[src/rtl/mgmt_gpio_retimer.sv]
// Registered management GPIO buffer: synchronised, glitch-filtered inputs and a
// pipelined out/oeb path that keeps pads safe until a post-reset hold-off expires.
module mgmt_gpio_retimer #(
    parameter int unsigned IN_WIDTH    = 38,
    parameter int unsigned OUT_WIDTH   = 38,
    parameter int unsigned OEB_WIDTH   = 3,
    parameter int unsigned SYNC_STAGES = 2,
    parameter int unsigned FILT_CNT    = 3,
    parameter int unsigned OUT_STAGES  = 1,
    parameter int unsigned HOLDOFF     = 4
) (
    input  logic                 clock,
    input  logic                 resetn,
    input  logic                 filt_en,
    input  logic [IN_WIDTH-1:0]  mgmt_gpio_in,
    output logic [IN_WIDTH-1:0]  mgmt_gpio_in_buf,
    output logic [IN_WIDTH-1:0]  in_change,
    input  logic [OUT_WIDTH-1:0] mgmt_gpio_out,
    output logic [OUT_WIDTH-1:0] mgmt_gpio_out_buf,
    input  logic [OEB_WIDTH-1:0] mgmt_gpio_oeb,
    output logic [OEB_WIDTH-1:0] mgmt_gpio_oeb_buf,
    output logic                 ready
);

    localparam logic [1:0] ST_RST  = 2'd0;
    localparam logic [1:0] ST_HOLD = 2'd1;
    localparam logic [1:0] ST_RUN  = 2'd2;

    localparam logic [3:0] FILT_LAST = 4'(FILT_CNT - 1);
    localparam logic [7:0] HOLD_LAST = 8'(HOLDOFF - 1);

    logic [SYNC_STAGES-1:0][IN_WIDTH-1:0] sync_q, sync_d;
    logic [IN_WIDTH-1:0]                  sync_s;
    logic [IN_WIDTH-1:0][3:0]             filt_cnt_q, filt_cnt_d;
    logic [IN_WIDTH-1:0]                  in_buf_q, in_buf_d;
    logic [IN_WIDTH-1:0]                  in_change_q, in_change_d;

    logic [OUT_STAGES-1:0][OUT_WIDTH-1:0] out_pipe_q, out_pipe_d;
    logic [OUT_STAGES-1:0][OEB_WIDTH-1:0] oeb_pipe_q, oeb_pipe_d;

    logic [1:0] state_q, state_d;
    logic [7:0] hold_cnt_q, hold_cnt_d;
    logic       ready_q, ready_d;

    assign sync_s = sync_q[SYNC_STAGES-1];

    always_comb begin
        sync_d    = sync_q;
        sync_d[0] = mgmt_gpio_in;
        for (int unsigned i = 1; i < SYNC_STAGES; i++) begin
            sync_d[i] = sync_q[i-1];
        end
    end

    // With filt_en low every differing sample is accepted at once and counters stay cleared.
    always_comb begin
        in_buf_d    = in_buf_q;
        in_change_d = '0;
        filt_cnt_d  = filt_cnt_q;
        for (int unsigned i = 0; i < IN_WIDTH; i++) begin
            if (sync_s[i] == in_buf_q[i]) begin
                filt_cnt_d[i] = '0;
            end else if (!filt_en || (filt_cnt_q[i] == FILT_LAST)) begin
                in_buf_d[i]    = sync_s[i];
                in_change_d[i] = 1'b1;
                filt_cnt_d[i]  = '0;
            end else begin
                filt_cnt_d[i] = filt_cnt_q[i] + 4'd1;
            end
            if (!filt_en) begin
                filt_cnt_d[i] = '0;
            end
        end
    end

    always_comb begin
        state_d    = state_q;
        hold_cnt_d = hold_cnt_q;
        case (state_q)
            ST_RST: begin
                hold_cnt_d = '0;
                state_d    = (HOLDOFF == 0) ? ST_RUN : ST_HOLD;
            end
            ST_HOLD: begin
                hold_cnt_d = hold_cnt_q + 8'd1;
                if (hold_cnt_q == HOLD_LAST) begin
                    state_d = ST_RUN;
                end
            end
            ST_RUN:  state_d = ST_RUN;
            default: state_d = ST_RST;
        endcase
        ready_d = (state_d == ST_RUN);
    end

    // Earlier stages always shift; only the pad-facing stage is forced safe until ready.
    always_comb begin
        out_pipe_d    = out_pipe_q;
        oeb_pipe_d    = oeb_pipe_q;
        out_pipe_d[0] = mgmt_gpio_out;
        oeb_pipe_d[0] = mgmt_gpio_oeb;
        for (int unsigned i = 1; i < OUT_STAGES; i++) begin
            out_pipe_d[i] = out_pipe_q[i-1];
            oeb_pipe_d[i] = oeb_pipe_q[i-1];
        end
        if (!ready_q) begin
            out_pipe_d[OUT_STAGES-1] = '0;
            oeb_pipe_d[OUT_STAGES-1] = '1;
        end
    end

    always_ff @(posedge clock) begin
        if (!resetn) begin
            sync_q      <= '0;
            filt_cnt_q  <= '0;
            in_buf_q    <= '0;
            in_change_q <= '0;
            out_pipe_q  <= '0;
            oeb_pipe_q  <= '1;
            state_q     <= ST_RST;
            hold_cnt_q  <= '0;
            ready_q     <= 1'b0;
        end else begin
            sync_q      <= sync_d;
            filt_cnt_q  <= filt_cnt_d;
            in_buf_q    <= in_buf_d;
            in_change_q <= in_change_d;
            out_pipe_q  <= out_pipe_d;
            oeb_pipe_q  <= oeb_pipe_d;
            state_q     <= state_d;
            hold_cnt_q  <= hold_cnt_d;
            ready_q     <= ready_d;
        end
    end

    assign mgmt_gpio_in_buf  = in_buf_q;
    assign in_change         = in_change_q;
    assign mgmt_gpio_out_buf = out_pipe_q[OUT_STAGES-1];
    assign mgmt_gpio_oeb_buf = oeb_pipe_q[OUT_STAGES-1];
    assign ready             = ready_q;

endmodule

[config.mk]
export PLATFORM = sky130hd
export DESIGN_NAME = mgmt_gpio_retimer
export DESIGN_NICKNAME = d
export VERILOG_FILES = /design/src/rtl/mgmt_gpio_retimer.sv
export SDC_FILE = /design/constraint.sdc
export NUM_CORES = 1
export LEC_CHECK = 0
export BUFFER_PORTS_ARGS = -buffer_cell sky130_fd_sc_hd__buf_2
export CAP_MARGIN = 25
export CELL_PAD_IN_SITES_DETAIL_PLACEMENT = 2
export CELL_PAD_IN_SITES_GLOBAL_PLACEMENT = 2
export CORE_UTILIZATION = 30
export CTS_CLUSTER_DIAMETER = 100
export DETAILED_ROUTE_END_ITERATION = 10
export PLACE_DENSITY_LB_ADDON = 0.1
export SLEW_MARGIN = 20
export SYNTH_ARGS = -nofsm -noshare
export SYNTH_HDL_FRONTEND = slang
export SYNTH_SLANG_ARGS = --single-unit
[constraint.sdc]
create_clock -name clock -period 2.1 [get_ports clock]
set_input_delay 0.21 -clock clock [delete_from_list [all_inputs] [get_ports clock]]
set_output_delay 0.21 -clock clock [all_outputs]
set_load 0.1 [all_outputs]
==> results.yml, run 1 <==
synthesis:
  syn_area_um2: 12900
  synthesis.instances: 1282
  syn_nets: 1441
  synth_top_family_by_area: "simple AND/OR/NAND/NOR gates"
  synth_mux_area_share_pct: 0
  synth_cell_type_count: 32
  seq_area_frac_synth_pct: 55.1
  yosysWarningCount: 0
  avgSynthCellArea_um2: 10.1
  synth_fa_ha_area_share_pct: 7.44
  yosys.area_share.simple_pct: 24.5
  ys_seq_elements: 356
  synth_compound_gate_area_share_pct: 2.07
  synthXorXnorAreaFrac_pct: 7.85
critical_path:
  worstPathMaxFanout: 10
  cp-end-kind: "primary output"
  path_delay_family: "flip-flops"
  cp.buffers_inverters: 1
  cp_data_arrival_time_ns: 1.59
  slowest_delay_ns: 0.53
  worst_path_max_delay_cell: "dfxtp_1"
  worst-setup-path-type: "reg2out"
  crit_chain: "buf_2"
  cp.required_ns: 1.89
  critPathLaunchType: "register"
timing:
  hold_violations: 0
  slew_headroom_pct: 64.9
  worst_slew_pin_slew_ns: 0.531
  grt_setup_unrepaired: "no"
  fmax_mhz: 555
  setup_viol: 0
  layout_setup_ws_ns: 0.299
  slew_violations: 0
  skew_ns: 0.00770
  min_period_over_period_pct: 85.8
  post-route-min-period_ns: 1.80
  finalSetupTns_ns: 0
clocking:
  hold_buffers: 79
  cts_tree: "yes"
  clockRootBuffer: "clkbuf_16"
  htreeDepth: 2
  numCtsBuffers: 42
  cts.sinks: 356
  clk_pin_slew_ns: 0.06
  postCtsSetupBuffers: 0
  cts_resized: 0
  clockBufferDepth: 3
  insertion_delay_ns: 0.55
placed_design:
  hpwl_mm: 19.1
  pre_cts_ws_ns: 0.748
  port_buffers: 199
  dpl.cell_count: 1979
  routabilityCongestion: 0.693
finish:
  final_cell_mix: "dfxtp_1 (356), buf_2 (197), nor2_1 (193), and2_1 (114)"
  drive_gt1_share_pct: 17.5
  layout_commonest_cell: "dfxtp_1"
  fill_cells: 4569
  register_area_um2: 7130
  diodes: 0
  stdcell_count: 2128
  nets: 1722
  syn_to_final_growth_pct: 28.1
  multi_input_area_um2: 5420
die:
  fp-row-count: 75
  io_pins: 200
  core_um2: 42200
  die_h_um: 210
  die_area_um2: 44000
  start_util_pct: 30.7
  dieWidth_um: 210
global_routing:
  grt.total_usage_pct: 14.1
  grt_pass1_vias: 10500
  overflow: 0
  antenna_found_initial: 1
  grt_pass1_wl_mm: 51.0
  grt_max_degree: 94
pwr:
  powerDensity_nw_per_um2: 889
  ir_drop_uv: 584
  leakagePower_nw: 7.15
route:
  ant_nets: 0
  num_vias: 9572
  drt-vias-per-instance: 4.50
  wl_per_cell_um: 14.0
  firstDrtPassIters: 4
  drc: 0
  drt_iter0_drc: 213
  drt_wl_total_mm: 29.7
job:
  drv_cap: 0
worst_hold_path:
  min-delay-path-class: "in2reg"
run_status:
  status: "complete, no violations"
metal layers:
metal,share of wire (%),up-vias,global-route usage (%)
met5,0.057,-,0
met4,2.5,2,4.76
met3,4.0,58,3.59
met2,49,137,24.8
met1,44,4605,16.4
li1,-,4770,-
final timing paths:
check | start | endpoint | slack, ns | depth (start not counted)
min reg2reg | sync_d[64] | sync_s[26] | 0.43 | 1
max | ready | ready | 0.30 | 1
min | filt_en | mgmt_gpio_in_buf[26] | 0.08 | 3
max reg2reg | filt_cnt_q[120] | mgmt_gpio_in_buf[30] | 0.76 | 5
registers in the layout, indices dropped and copies added (netlist names):
signal             cells
sync_d                38
state_q                2
in_change             38
ready                  1
filt_cnt_q           152
mgmt_gpio_in_buf      38
mgmt_gpio_oeb_buf      3
hold_cnt_q             8
mgmt_gpio_out_buf     38
sync_s                38
cells in the mapped netlist:
cell | n | area share (%)
dfxtp_1 | 356 | 55
nor2_1 | 193 | 5.6
and2_1 | 114 | 5.5
nand2_1 | 79 | 2.3
xor2_1 | 78 | 5.3
ha_1 | 77 | 7.4
nand4_1 | 66 | 3.2
inv_1 | 39 | 1.1
nand3_1 | 39 | 1.5
and3_1 | 38 | 1.8
o21ai_1 | 38 | 1.5
or3b_1 | 38 | 2.6
xnor2_1 | 38 | 2.6
clkbuf_1 | 22 | 0.64
buf_2 | 13 | 0.50
nand4_2 | 11 | 1.1
buf_4 | 9 | 0.52
a21oi_1 | 8 | 0.31
o21ai_0 | 4 | 0.15
or3_1 | 4 | 0.19
nand4b_1 | 3 | 0.20
or2_2 | 3 | 0.15
nand2b_1 | 2 | 0.097
nand3b_1 | 2 | 0.12
a311oi_1 | 1 | 0.068
buf_6 | 1 | 0.087
clkbuf_4 | 1 | 0.058
clkbuf_8 | 1 | 0.11
nor3_1 | 1 | 0.039
nor3b_1 | 1 | 0.058
nor4b_2 | 1 | 0.12
o21ai_2 | 1 | 0.068
report_power, final:
group,internal [W],switching (W)
clock network,0.00416,0.00276
registers,0.00689,0.0000762
logic,0.000306,0.000563
per-stage QoR:
step / total power, W / cell area [um2] / hold slack [ns] / util, %
after floorplan: 0.00765 / 12900 / 0.317 / -
after global placement: 0.00785 / 14500 / 0.396 / 34.3
after detailed placement: 0.00787 / 14500 / 0.400 / 34.3
after CTS: 0.0151 / 16600 / 0.0455 / 39.3
after global routing: 0.0154 / 16600 / 0.0722 / 39.3
final: 0.0147 / 16600 / 0.0830 / 39.3
tightest hold or removal path: stages:
cell and delay [ns]:
buf_4 0.20, nand4_1 0.11, o21ai_1 0.05
layout make-up:
cell class	instances	area share, %
Clock buffer	66	7.75
Clock inverter	4	0.121
Inverter	39	0.883
Multi-Input combinational cell	840	32.7
Sequential cell	356	43.0
Tap cell	539	4.07
Timing Repair Buffer	284	11.5
cells by family after synthesis:
| group | count (synthesis) |
|---|---|
| and+or+nand+nor | 595 |
| xor gates and xnor gates | 116 |
| DFF | 356 |
| adders and majority gates | 77 |
| AOI/OAI and AO/OA | 52 |
| buffers and inverters | 86 |
(Power assumes the default switching activity.)
==> run 2, diff against run 1 <==
Settings changed: CORE_ASPECT_RATIO set to 0.6.
==> run 2 against run 1 <==
Effect of this change: die area is essentially flat; flip-flop and latch count is the same; global-route usage grew 0.47 points; sequential power is essentially flat; worst hold slack gained 0.069 ns; fmax shrank 2.6%; clock power grew 2%; count of clock-buffer cells in the layout shrank 8; largest cell class unchanged; largest power group is now the clock network.
==> results.yml, run 2 (synthesized netlist as in run 1, its figures left out) <==
finish:
  diodes: 0
  final_cell_mix: "dfxtp_1 (356), buf_2 (197), nor2_1 (193), and2_1 (114)"
  regMostFlops: "filt_cnt_q"
  largest_reg_flops: 152
  stdcell_count: 2167
  stdcell_area_um2: 16700
  syn_to_final_growth_pct: 29.3
  drive_gt1_share_pct: 18.4
  layout_commonest_cell: "dfxtp_1"
  nets: 1729
clocking:
  numCtsBuffers: 38
  clockRootBuffer: "clkbuf_16"
  cts_tree: "yes"
  cts.sinks: 356
  clk_pin_slew_ns: 0.06
  insertion_delay_ns: 0.52
  clockBufferDepth: 3
  postCtsSetupBuffers: 0
  htreeDepth: 2
global_routing:
  antenna_found_initial: 0
  overflow: 0
  grt_pass1_vias: 10300
  grt.total_usage_pct: 14.5
  grt_max_degree: 59
  grt_pass1_wl_mm: 52.7
pwr:
  p_int_w: 0.0115
  p_comb_share_pct: 6.0
  switchingPower_w: 0.00339
  power_w: 0.0149
  power.clock.fraction_pct: 47.4
  powerDensity_nw_per_um2: 892
  swShare_pct: 22.7
  seqPwrFrac_pct: 46.6
  ir_drop_uv: 503
  leakagePower_nw: 7.22
critical_path:
  path_depth: 1
  slowest_delay_ns: 0.59
  cp-end-kind: "primary output"
  crit_start: "ready"
  worst-setup-path-type: "reg2out"
  worst_path_max_delay_cell: "dfxtp_1"
  reg2reg_to: "in_change[16]"
  cp.required_ns: 1.89
  path_delay_family: "flip-flops"
  critPathLaunchType: "register"
  rrSetupSlack_ns: 0.72
  cp.buffers_inverters: 1
  cp_data_arrival_time_ns: 1.64
  reg2reg_depth: 5
  crit_end: "ready"
  worstPathMaxFanout: 13
  rr_startpoint: "filt_cnt_q[64]"
  crit_chain: "buf_2"
placed_design:
  port_buffers: 199
  hpwl_mm: 21.3
  routabilityCongestion: 0.727
  dpl.cell_count: 2021
  placed_area_um2: 14600
timing:
  worst_slew_pin_slew_ns: 0.522
  skew_ns: 0.0103
  grt_setup_unrepaired: "no"
  hold_violations: 0
  fmax_mhz: 541
  post-route-min-period_ns: 1.85
  finalSetupTns_ns: 0
  min_period_over_period_pct: 88.0
  slew_headroom_pct: 65.5
  setup_viol: 0
  slew_violations: 0
job:
  drv_cap: 0
route:
  drt_iter0_drc: 276
  drt-vias-per-instance: 4.40
  wl_per_cell_um: 14.4
  firstDrtPassIters: 4
  drt_wl_total_mm: 31.1
  drc: 0
  num_vias: 9525
  ant_nets: 0
die:
  die_area_um2: 44000
  io_pins: 200
  fp-row-count: 58
  core_um2: 42200
  start_util_pct: 30.6
  die_h_um: 163
  dieWidth_um: 270
worst_hold_path:
  min-delay-path-class: "in2reg"
run_status:
  status: "complete, no violations"
[run 2: final cells by class]
type                    instances  area [um2]
well taps                     570         713
repair buffers                295        1990
fillers                      4569       25500
clock inverters                 9         126
clock buffers                  58        1210
multi-input cells             840        5420
flip-flops and latches        356        7130
inverters                      39         146
[run 2: metal layers]
layer / routed length (um) / share of wire, % / up-vias / GRT usage (%)
li1: - / - / 4789 / -
met1: 15100 / 48 / 4590 / 18.9
met2: 14500 / 47 / 94 / 24.6
met3: 925 / 3.0 / 52 / 2.73
met4: 648 / 2.1 / 0 / 4.00
met5: 0 / 0 / - / 0
[run 2: power by group through the flow]
stage          Clock (W)  Combinational (W)  Sequential [W]
2_1_floorplan          0           0.000299         0.00735
3_3_place_gp           0           0.000771         0.00711
3_5_place_dp           0           0.000784         0.00711
4_1_cts          0.00741           0.000907         0.00696
5_1_grt          0.00770           0.000974         0.00697
6_report         0.00708           0.000894         0.00696
[run 2: worst min-delay path by stage]
stage | start | end | slack (ns) | cells past startpoint
after floorplan | mgmt_gpio_oeb[0] | mgmt_gpio_oeb_buf[0] | 0.32 | 1
after global placement | mgmt_gpio_oeb[1] | mgmt_gpio_oeb_buf[1] | 0.40 | 2
after detailed placement | mgmt_gpio_oeb[1] | mgmt_gpio_oeb_buf[1] | 0.40 | 2
after CTS | resetn | in_change[6] | 0.12 | 3
after global routing | resetn | in_change[3] | 0.15 | 3
final | filt_en | mgmt_gpio_in_buf[29] | 0.15 | 3
[run 2: per-stage QoR]
step           utilization, %  worst slack [ns]  hold slack [ns]
3_3_place_gp             34.6             0.745            0.395
5_1_grt                  39.6             0.157            0.146
3_5_place_dp             34.6             0.662            0.401
2_1_floorplan               -             0.403            0.317
4_1_cts                  39.6             0.183            0.124
6_report                 39.6             0.251            0.152
[run 2: timing repair]
| action | in CTS | in global routing |
|---|---|---|
| hold endpoints to repair | 79 | 0 |
| endpoints found under the setup margin | 0 | 0 |
| resized for setup | 0 | 0 |
| hold buffers | 79 | 0 |
==> run 3, diff against run 2 <==
Settings changed: RECOVER_POWER set to 25, SLEW_MARGIN 20 to 40.
==> run 3 against run 2 <==
Effect of this change: worst hold slack worse by 0.00099 ns; worst setup slack better by 0.0017 ns; wire length about the same; utilization down 0.20 points; count of clock-buffer cells in the layout is the same; non-clock buffer count unchanged; flip-flop and latch count stayed put; first-iteration DRC count rose by 1.8%; sequential power hardly changed; via count about the same; critical path depth stayed put; final area shrank 0.49%; largest power group unchanged.
==> results.yml, run 3 (synthesized netlist as in run 1, its figures left out) <==
global_routing:
  antenna_found_initial: 0
  grt_pass1_vias: 10300
  grt.total_usage_pct: 14.5
  grt_pass1_wl_mm: 52.7
  grt_max_degree: 59
  overflow: 0
pwr:
  p_comb_share_pct: 5.9
  power.clock.fraction_pct: 47.5
  p_int_w: 0.0115
  swShare_pct: 22.7
  switchingPower_w: 0.00339
  ir_drop_uv: 503
  powerDensity_nw_per_um2: 896
  leakagePower_nw: 7.15
  seqPwrFrac_pct: 46.7
timing:
  finalSetupTns_ns: 0
  slew_violations: 0
  min_period_over_period_pct: 88.0
  post-route-min-period_ns: 1.85
  hold_violations: 0
  slew_headroom_pct: 28.4
  grt_setup_unrepaired: "no"
  worst_slew_pin_slew_ns: 1.07
  setup_viol: 0
  fmax_mhz: 541
  skew_ns: 0.0103
die:
  io_pins: 200
  core_um2: 42200
  dieWidth_um: 270
  start_util_pct: 30.6
  die_area_um2: 44000
  die_h_um: 163
  fp-row-count: 58
finish:
  fill_cells: 4584
  regMostFlops: "filt_cnt_q"
  final_cell_mix: "dfxtp_1 (356), buf_2 (197), nor2_1 (193), and2_1 (80)"
  nets: 1729
  largest_reg_flops: 152
  drive_gt1_share_pct: 17.6
  syn_to_final_growth_pct: 28.6
  diodes: 0
  fin_util_pct: 39.4
  layout_commonest_cell: "dfxtp_1"
route:
  ant_nets: 0
  wl_per_cell_um: 14.4
  drt_iter0_drc: 281
  firstDrtPassIters: 4
  drt_wl_total_mm: 31.1
  drt-vias-per-instance: 4.40
  drc: 0
  num_vias: 9533
clocking:
  clockRootBuffer: "clkbuf_16"
  cts_tree: "yes"
  clockBufferDepth: 3
  numCtsBuffers: 38
  htreeDepth: 2
  cts_resized: 0
  insertion_delay_ns: 0.52
  clk_pin_slew_ns: 0.06
  cts.sinks: 356
  postCtsSetupBuffers: 0
critical_path:
  crit_chain: "buf_2"
  worst_path_max_delay_cell: "dfxtp_1"
  rr_startpoint: "ready"
  path_delay_family: "flip-flops"
  rrSetupSlack_ns: 0.68
  worst-setup-path-type: "reg2out"
  cp.buffers_inverters: 1
  worstPathMaxFanout: 13
  cp-end-kind: "primary output"
  cp.required_ns: 1.89
  critPathLaunchType: "register"
  cp_data_arrival_time_ns: 1.64
  reg2reg_to: "mgmt_gpio_out_buf[24]"
  slowest_delay_ns: 0.59
  reg2reg_depth: 2
placed_design:
  port_buffers: 199
  hpwl_mm: 21.3
  routabilityCongestion: 0.727
worst_hold_path:
  holdPathStages: 3
  hold_start: "filt_en"
  min-delay-path-class: "in2reg"
  holdPathEnd: "mgmt_gpio_in_buf[29]"
job:
  drv_cap: 0
run_status:
  status: "complete, no violations"
==> run 3: changes by cell type in the layout (fill, tap and decap cells not counted) <==
cell	change
nand4_2	-3
nand4_1	+3
buf_12	-1
and2_0	+34
o21ai_2	-1
and2_1	-34
clkbuf_1	+9
buf_4	-10
clkbuf_8	-1
o21ai_0	+1
clkbuf_2	+3
==> run 3: stage by stage <==
stage               cell area (um2)  total power [W]  hold slack [ns]  instances  setup slack (ns)
CTS                           16700           0.0153            0.124       2167             0.183
global placement              14600          0.00788            0.395       2021             0.745
finish                        16700           0.0149            0.151       2167             0.253
global route                  16700           0.0156            0.172       2167             0.160
detailed placement            14600          0.00789            0.401       2021             0.662
floorplan                     12900          0.00765            0.317       1282             0.403
==> run 3: final cells by class <==
cell class / instances / area, um2 / area share (%)
clock inverters: 9 / 126 / 0.759
repair buffers: 295 / 1930 / 11.6
flip-flops and latches: 356 / 7130 / 42.8
clock buffers: 58 / 1210 / 7.27
well taps: 570 / 713 / 4.28
multi-input cells: 840 / 5400 / 32.4
inverters: 39 / 146 / 0.879
==> run 3: repair_timing <==
| item | 4_1_cts | 5_1_grt |
|---|---|---|
| setup endpoints to repair | 0 | 0 |
| endpoints found under the hold margin | 79 | 0 |
| hold buffers | 79 | 0 |
==> run 3: layer usage <==
metal  track usage, %  wire length (um)  up-vias
met1             18.9             15100     4598
li1                 -                 -     4793
met2             24.6             14500       90
met3             2.73               910       52
met4             4.00               648        0
met5                0                 0        -
==> run 3: worst max path at each step <==
stage | start | endpoint | slack [ns] | cells past startpoint
finish | ready | ready | 0.25 | 1
global route | ready | ready | 0.16 | 1
CTS | ready | ready | 0.18 | 1
detailed placement | filt_en | filt_cnt_q[151] | 0.66 | 4
global placement | filt_en | filt_cnt_q[14] | 0.74 | 4
floorplan | ready | mgmt_gpio_oeb_buf[0] | 0.40 | 3
==> run 3: worst register-to-register path: cells and delay by family, from the launching register on <==
kind / cells / cell delay [ns]
buffers and inverters: 1 / 0.51
and+or+nand+nor: 1 / 0.26
DFF: 1 / 0.59
==> run 3: power by group through the flow <==
stage                     Sequential [W]  Combinational, W  Clock, W
after global routing             0.00697          0.000957   0.00770
after global placement           0.00711          0.000771         0
after CTS                        0.00696          0.000907   0.00741
after floorplan                  0.00735          0.000299         0
final                            0.00696          0.000877   0.00708
after detailed placement         0.00711          0.000784         0
